$ cat config.mk
export PLATFORM = sky130hd
export DESIGN_NAME = pe_mac_driver
export DESIGN_NICKNAME = d
export VERILOG_FILES = /design/src/rtl/pe_pkg.sv /design/src/rtl/pe_mac_driver.sv
export SDC_FILE = /design/constraint.sdc
export NUM_CORES = 1
export LEC_CHECK = 0
export CORE_MARGIN = 8
export CORE_UTILIZATION = 48
export DETAILED_ROUTE_END_ITERATION = 10
export GPL_TIMING_DRIVEN = 0
export PLACE_DENSITY = 0.84
export SLEW_MARGIN = 40
export SYNTH_ARGS = -nofsm -noshare
export SYNTH_HDL_FRONTEND = slang
export SYNTH_SLANG_ARGS = --single-unit
$ cat constraint.sdc
create_clock -name aclk -period 3.7 [get_ports aclk]
set_input_delay 0.74 -clock aclk [delete_from_list [all_inputs] [get_ports aclk]]
set_output_delay 0.74 -clock aclk [all_outputs]
set_load 0.05 [all_outputs]
$ cat src/rtl/pe_pkg.sv
// Shared types and constants for the float MAC PE driver.
package pe_pkg;

  localparam int L_RAM_SIZE_DEF = 4;

  localparam logic [31:0] FP_ZERO = 32'h0000_0000;
  localparam logic [31:0] FP_QNAN = 32'h7FC0_0000;

  // state    | meaning
  // IDLE     | waiting for start
  // CLEAR    | PE held in reset to flush accumulator and FMA pipeline
  // LOAD     | host words written into PE RAM (B vector)
  // FETCH    | next A word taken from host, RAM address settling
  // ISSUE    | operand pulse to the PE
  // WAIT     | single operation in flight, waiting for pe_dvalid
  // RESULT   | dot product presented until accepted
  typedef enum logic [2:0] {
    S_IDLE,
    S_CLEAR,
    S_LOAD,
    S_FETCH,
    S_ISSUE,
    S_WAIT,
    S_RESULT
  } state_e;

endpackage

$ cat src/rtl/pe_mac_driver.sv
// Sequences one float MAC PE: loads the B vector into PE RAM, then streams
// A operands one at a time and returns the accumulated dot product.
module pe_mac_driver
  import pe_pkg::*;
#(
  parameter int          L_RAM_SIZE = L_RAM_SIZE_DEF,
  parameter int unsigned CLR_CYCLES = 2,
  parameter int unsigned TIMEOUT    = 255
) (
  input  logic                  aclk,
  input  logic                  aresetn,
  input  logic                  start,
  input  logic [L_RAM_SIZE:0]   len,
  input  logic                  s_tvalid,
  output logic                  s_tready,
  input  logic [31:0]           s_tdata,
  output logic                  m_tvalid,
  input  logic                  m_tready,
  output logic [31:0]           m_tdata,
  output logic                  busy,
  output logic                  err,
  output logic                  pe_aresetn,
  output logic [31:0]           pe_din,
  output logic [L_RAM_SIZE-1:0] pe_addr,
  output logic                  pe_we,
  output logic [31:0]           pe_ain,
  output logic                  pe_valid,
  input  logic                  pe_dvalid,
  input  logic [31:0]           pe_dout
);

  localparam int TW = (TIMEOUT > 0) ? $clog2(TIMEOUT + 1) : 1;
  localparam int CW = (CLR_CYCLES > 1) ? $clog2(CLR_CYCLES) : 1;
  localparam logic [L_RAM_SIZE:0] LEN_MAX = {1'b1, {L_RAM_SIZE{1'b0}}};

  state_e                state_q, state_d;
  logic [L_RAM_SIZE:0]   len_q, len_d;
  logic [L_RAM_SIZE:0]   idx_q, idx_d;
  logic [CW-1:0]         clr_q, clr_d;
  logic [TW-1:0]         tmo_q, tmo_d;
  logic                  err_q, err_d;
  logic [31:0]           m_tdata_q, m_tdata_d;
  logic                  m_tvalid_q, m_tvalid_d;
  logic                  busy_q, busy_d;
  logic                  pe_aresetn_q, pe_aresetn_d;
  logic [31:0]           pe_din_q, pe_din_d;
  logic [L_RAM_SIZE-1:0] pe_addr_q, pe_addr_d;
  logic                  pe_we_q, pe_we_d;
  logic [31:0]           pe_ain_q, pe_ain_d;
  logic                  pe_valid_q, pe_valid_d;
  logic                  last_elem;

  assign last_elem = (idx_q == len_q - 1'b1);

  always_comb begin
    state_d   = state_q;
    len_d     = len_q;
    idx_d     = idx_q;
    clr_d     = clr_q;
    tmo_d     = tmo_q;
    err_d     = err_q;
    m_tdata_d = m_tdata_q;
    pe_din_d  = pe_din_q;
    pe_addr_d = pe_addr_q;
    pe_ain_d  = pe_ain_q;
    pe_we_d   = 1'b0;

    case (state_q)
      S_IDLE: begin
        if (start) begin
          len_d     = (len > LEN_MAX) ? LEN_MAX : len;
          idx_d     = '0;
          err_d     = 1'b0;
          m_tdata_d = FP_ZERO;
          if (len == '0) begin
            state_d = S_RESULT;
          end else begin
            clr_d   = CW'(CLR_CYCLES - 1);
            state_d = S_CLEAR;
          end
        end
      end
      S_CLEAR: begin
        if (clr_q == '0) state_d = S_LOAD;
        else clr_d = clr_q - 1'b1;
      end
      S_LOAD: begin
        if (s_tvalid) begin
          pe_we_d   = 1'b1;
          pe_din_d  = s_tdata;
          pe_addr_d = idx_q[L_RAM_SIZE-1:0];
          if (last_elem) begin
            idx_d   = '0;
            state_d = S_FETCH;
          end else begin
            idx_d = idx_q + 1'b1;
          end
        end
      end
      S_FETCH: begin
        pe_addr_d = idx_q[L_RAM_SIZE-1:0];
        if (s_tvalid) begin
          pe_ain_d = s_tdata;
          state_d  = S_ISSUE;
        end
      end
      S_ISSUE: begin
        tmo_d   = TW'(TIMEOUT);
        state_d = S_WAIT;
      end
      S_WAIT: begin
        if (pe_dvalid) begin
          m_tdata_d = pe_dout;
          idx_d     = idx_q + 1'b1;
          state_d   = last_elem ? S_RESULT : S_FETCH;
        end else if (TIMEOUT != 0 && tmo_q == '0) begin
          err_d     = 1'b1;
          m_tdata_d = FP_QNAN;
          state_d   = S_RESULT;
        end else if (tmo_q != '0) begin
          tmo_d = tmo_q - 1'b1;
        end
      end
      S_RESULT: begin
        if (m_tready) state_d = S_IDLE;
      end
      default: state_d = S_IDLE;
    endcase

    m_tvalid_d   = (state_d == S_RESULT);
    busy_d       = (state_d != S_IDLE);
    pe_aresetn_d = (state_d != S_CLEAR);
    // Operand pulse trails ISSUE by a cycle so the RAM read of pe_addr has landed.
    pe_valid_d   = (state_q == S_ISSUE);
  end

  always_ff @(posedge aclk) begin
    if (!aresetn) begin
      state_q      <= S_IDLE;
      len_q        <= '0;
      idx_q        <= '0;
      clr_q        <= '0;
      tmo_q        <= '0;
      err_q        <= 1'b0;
      m_tdata_q    <= '0;
      m_tvalid_q   <= 1'b0;
      busy_q       <= 1'b0;
      pe_aresetn_q <= 1'b0;
      pe_din_q     <= '0;
      pe_addr_q    <= '0;
      pe_we_q      <= 1'b0;
      pe_ain_q     <= '0;
      pe_valid_q   <= 1'b0;
    end else begin
      state_q      <= state_d;
      len_q        <= len_d;
      idx_q        <= idx_d;
      clr_q        <= clr_d;
      tmo_q        <= tmo_d;
      err_q        <= err_d;
      m_tdata_q    <= m_tdata_d;
      m_tvalid_q   <= m_tvalid_d;
      busy_q       <= busy_d;
      pe_aresetn_q <= pe_aresetn_d;
      pe_din_q     <= pe_din_d;
      pe_addr_q    <= pe_addr_d;
      pe_we_q      <= pe_we_d;
      pe_ain_q     <= pe_ain_d;
      pe_valid_q   <= pe_valid_d;
    end
  end

  assign s_tready   = (state_q == S_LOAD) || (state_q == S_FETCH);
  assign m_tvalid   = m_tvalid_q;
  assign m_tdata    = m_tdata_q;
  assign busy       = busy_q;
  assign err        = err_q;
  assign pe_aresetn = pe_aresetn_q;
  assign pe_din     = pe_din_q;
  assign pe_addr    = pe_addr_q;
  assign pe_we      = pe_we_q;
  assign pe_ain     = pe_ain_q;
  assign pe_valid   = pe_valid_q;

endmodule

==> qor.csv <==
stage,metric,value,unit
outcome,status,finished clean,
global_route,grt_pass1_vias,5099,
cells_and_area,syn2layout_area_growth,53.8,%
clock_network,htreeDepth,4,
detailed_routing,detail-route-antenna-nets,0,
sta,finalSetupViolCount,0,
global_route,grt_max_degree,17,
yosys,synth-simple-area-share,21.3,%
floorplanning,die_w,117,µm
yosys,synth_nets,658,
placed_design,pre_cts_ws,0.971,ns
yosys,synthAdderAreaFrac,1.01,%
clock_network,clk_latency,0.51,ns
worst_setup_path,r2r_slack,1.57,ns
worst_setup_path,path_class,register to primary output,
sta,slew_headroom,53.9,%
sta,hold_violations,0,
detailed_routing,drt_iter0_drc,261,
yosys,synth.mux.area_fraction,1.22,%
sta,whs,0.453,ns
cells_and_area,final_cell_mix,"181 x clkdlybuf4s50_1, 148 x nand2_1, 128 x dfxtp_1",
cells_and_area,utilization,74.9,%
clock_network,cts_setup_buffers,0,
placed_design,portBuffers,181,
worst_hold_path,hold_class,register to register,
floorplanning,start_util,48.7,%
clock_network,cts_buffers,17,
sta,worst_pin_slew,0.686,ns
yosys,async_reset_ff_share,0,%
job,max-cap-violations,0,
sta,layout_worst_path_cycle_share,77.9,%
clock_network,clockBufferDepth,2,
detailed_routing,drt_wl_total,16000,µm
detailed_routing,drt_pre_antenna_iters,7,
yosys,synth_top_family_by_area,simple AND/OR/NAND/NOR gates,
yosys,synth-edff-count,0,
pwr,power_leakage,2.67,nW
placed_design,dp_hpwl,11900,µm
global_route,gr-total-overflow,0,
yosys,synth_top_cell_by_area,dfxtp_1,
worst_setup_path,cp-start-kind,register,
cells_and_area,fin_nets,858,
clock_network,cts_resized,0,
clock_network,path_clk_slew,0.06,ns
placed_design,placed_area,0.00692,mm²
yosys,synth_compound_area_share,18.0,%
yosys,syn_area,0.00494,mm²
yosys,synth_xor_area_share,2.84,%
placed_design,place_inst,896,
worst_setup_path,crit_required,2.96,ns
cells_and_area,final_cell_area,0.00759,mm²
yosys,synth-seq-area-share,51.9,%
yosys,postSynthCellCount,579,
detailed_routing,drc,0,
pwr,p_per_area,500,mW/mm²
cells_and_area,diodes,0,
sta,postLayoutSetupSlackWorst,0.816,ns
sta,grt_setup_unrepaired,no,
yosys,synth_top_flop_cell,dfxtp_1,
detailed_routing,routedWlPerCell,17.2,µm
detailed_routing,via_per_inst,5.31,
yosys,synth_area_leaders,"dfxtp_1 52%, nand2_1 11%, a21oi_1 9.0%, a22oi_1 3.5%, nor2_1 3.3%",
worst_setup_path,arrival,2.14,ns
sta,drv_slew,0,
yosys,synth_cell_types,53,
global_route,grt_pass1_wl,25600,µm
cells_and_area,drive_gt1_share,6.57,%
clock_network,cts_root_buffer,clkbuf_8,
worst_setup_path,crit_fanout,10,
floorplanning,num_rows,37,
floorplanning,coreArea,0.0101,mm²
detailed_routing,via_count,4925,
sta,skew,0.0101,ns
pwr,peakVddDrop,0.474,mV
global_route,antenna_found_initial,0,
sta,fin_tns_setup,0,ns
sta,fmax,0.347,GHz
clock_network,cts_tree,done,
yosys,synth_top_area_share,51.9,%
clock_network,clock-sinks,128,
pwr,p_total,3.80,mW
global_route,grt_usage,22.5,%
cells_and_area,final_common_cell,clkdlybuf4s50_1,
floorplanning,die_area,0.0138,mm²
clock_network,hold_buffers,0,
yosys,yosysWarnings,0,
sta,fin_crit,2.88,ns
worst_setup_path,end_kind,primary output,
yosys,syn_area_per_cell,8.53,µm²
placed_design,gp_congestion,0.854,
floorplanning,die_h,117,µm
yosys,ys_ff_latch,128,
floorplanning,ios,182,
cells_and_area,final_cells,927,
==> final cells by class <==
| type | instances | area (µm²) |
|---|---|---|
| inverter | 7 | 26.3 |
| buffer | 38 | 160 |
| clock buffer | 19 | 442 |
| timing repair buffer | 181 | 1810 |
| tap | 136 | 170 |
| fill | 714 | 2540 |
| clock inverter | 12 | 231 |
| multi-input combinational | 406 | 2190 |
| sequential | 128 | 2560 |
==> synthesized netlist by cell type (3+ instances only) <==
library cell,n
nand3_1,5
nor3b_1,5
nand3b_1,5
xor2_1,13
nor2_1,44
inv_1,6
clkbuf_1,27
o211ai_1,11
a21oi_1,89
nand2b_1,4
ha_1,4
mux2i_1,6
xnor2_1,3
nor3_1,5
buf_2,8
nand2_1,148
dfxtp_1,128
a22oi_1,23
a211oi_1,3
==> flip-flops by register name (all words and copies together) (netlist names), 3 cells and up <==
signal and flops:
tmo_q 8, len_q 5, pe_din 32, idx_q 5, state_q 3, pe_addr 4, m_tdata 32, pe_ain 32
==> report_power, final <==
group / internal, mW / switching, mW / leakage (nW)
clock network: 1.27 / 0.624 / 0.325
logic: 0.187 / 0.275 / 1.31
registers: 1.42 / 0.0285 / 1.03
total: 2.87 / 0.927 / 2.67
==> cells by family after synthesis <==
group	after synthesis
buffers and inverters	45
muxes	6
and+or+nand+nor	235
DFF	128
xor gates and xnor gates	16
AOI/OAI and AO/OA	145
adders and majority gates	4
==> layer usage <==
layer  GRT usage (%)  up-vias  part of all wire [%]
li1                -     2374                     -
met3            5.66       43                   5.5
met5               0        -                     0
met4            10.4        0                   3.2
met2            41.3      175                    53
met1            23.5     2333                    39
==> critical path, cell delays in order (launching register included) <==
cell	delay (ns)
dfxtp_1	0.40
buf_4	0.20
nor2b_1	0.19
clkdlybuf4s50_1	0.85
==> worst paths after layout <==
kind / from / end / depth (start not counted)
worst max-delay path: state_q[1] / s_tready / 3
worst min-delay path: pe_din[21] / pe_din[21] / 2
worst max register to register: len_q[0] / busy / 7
worst min register to register: pe_din[21] / pe_din[21] / 2
No activity file was read; power rests on OpenSTA's default activity.
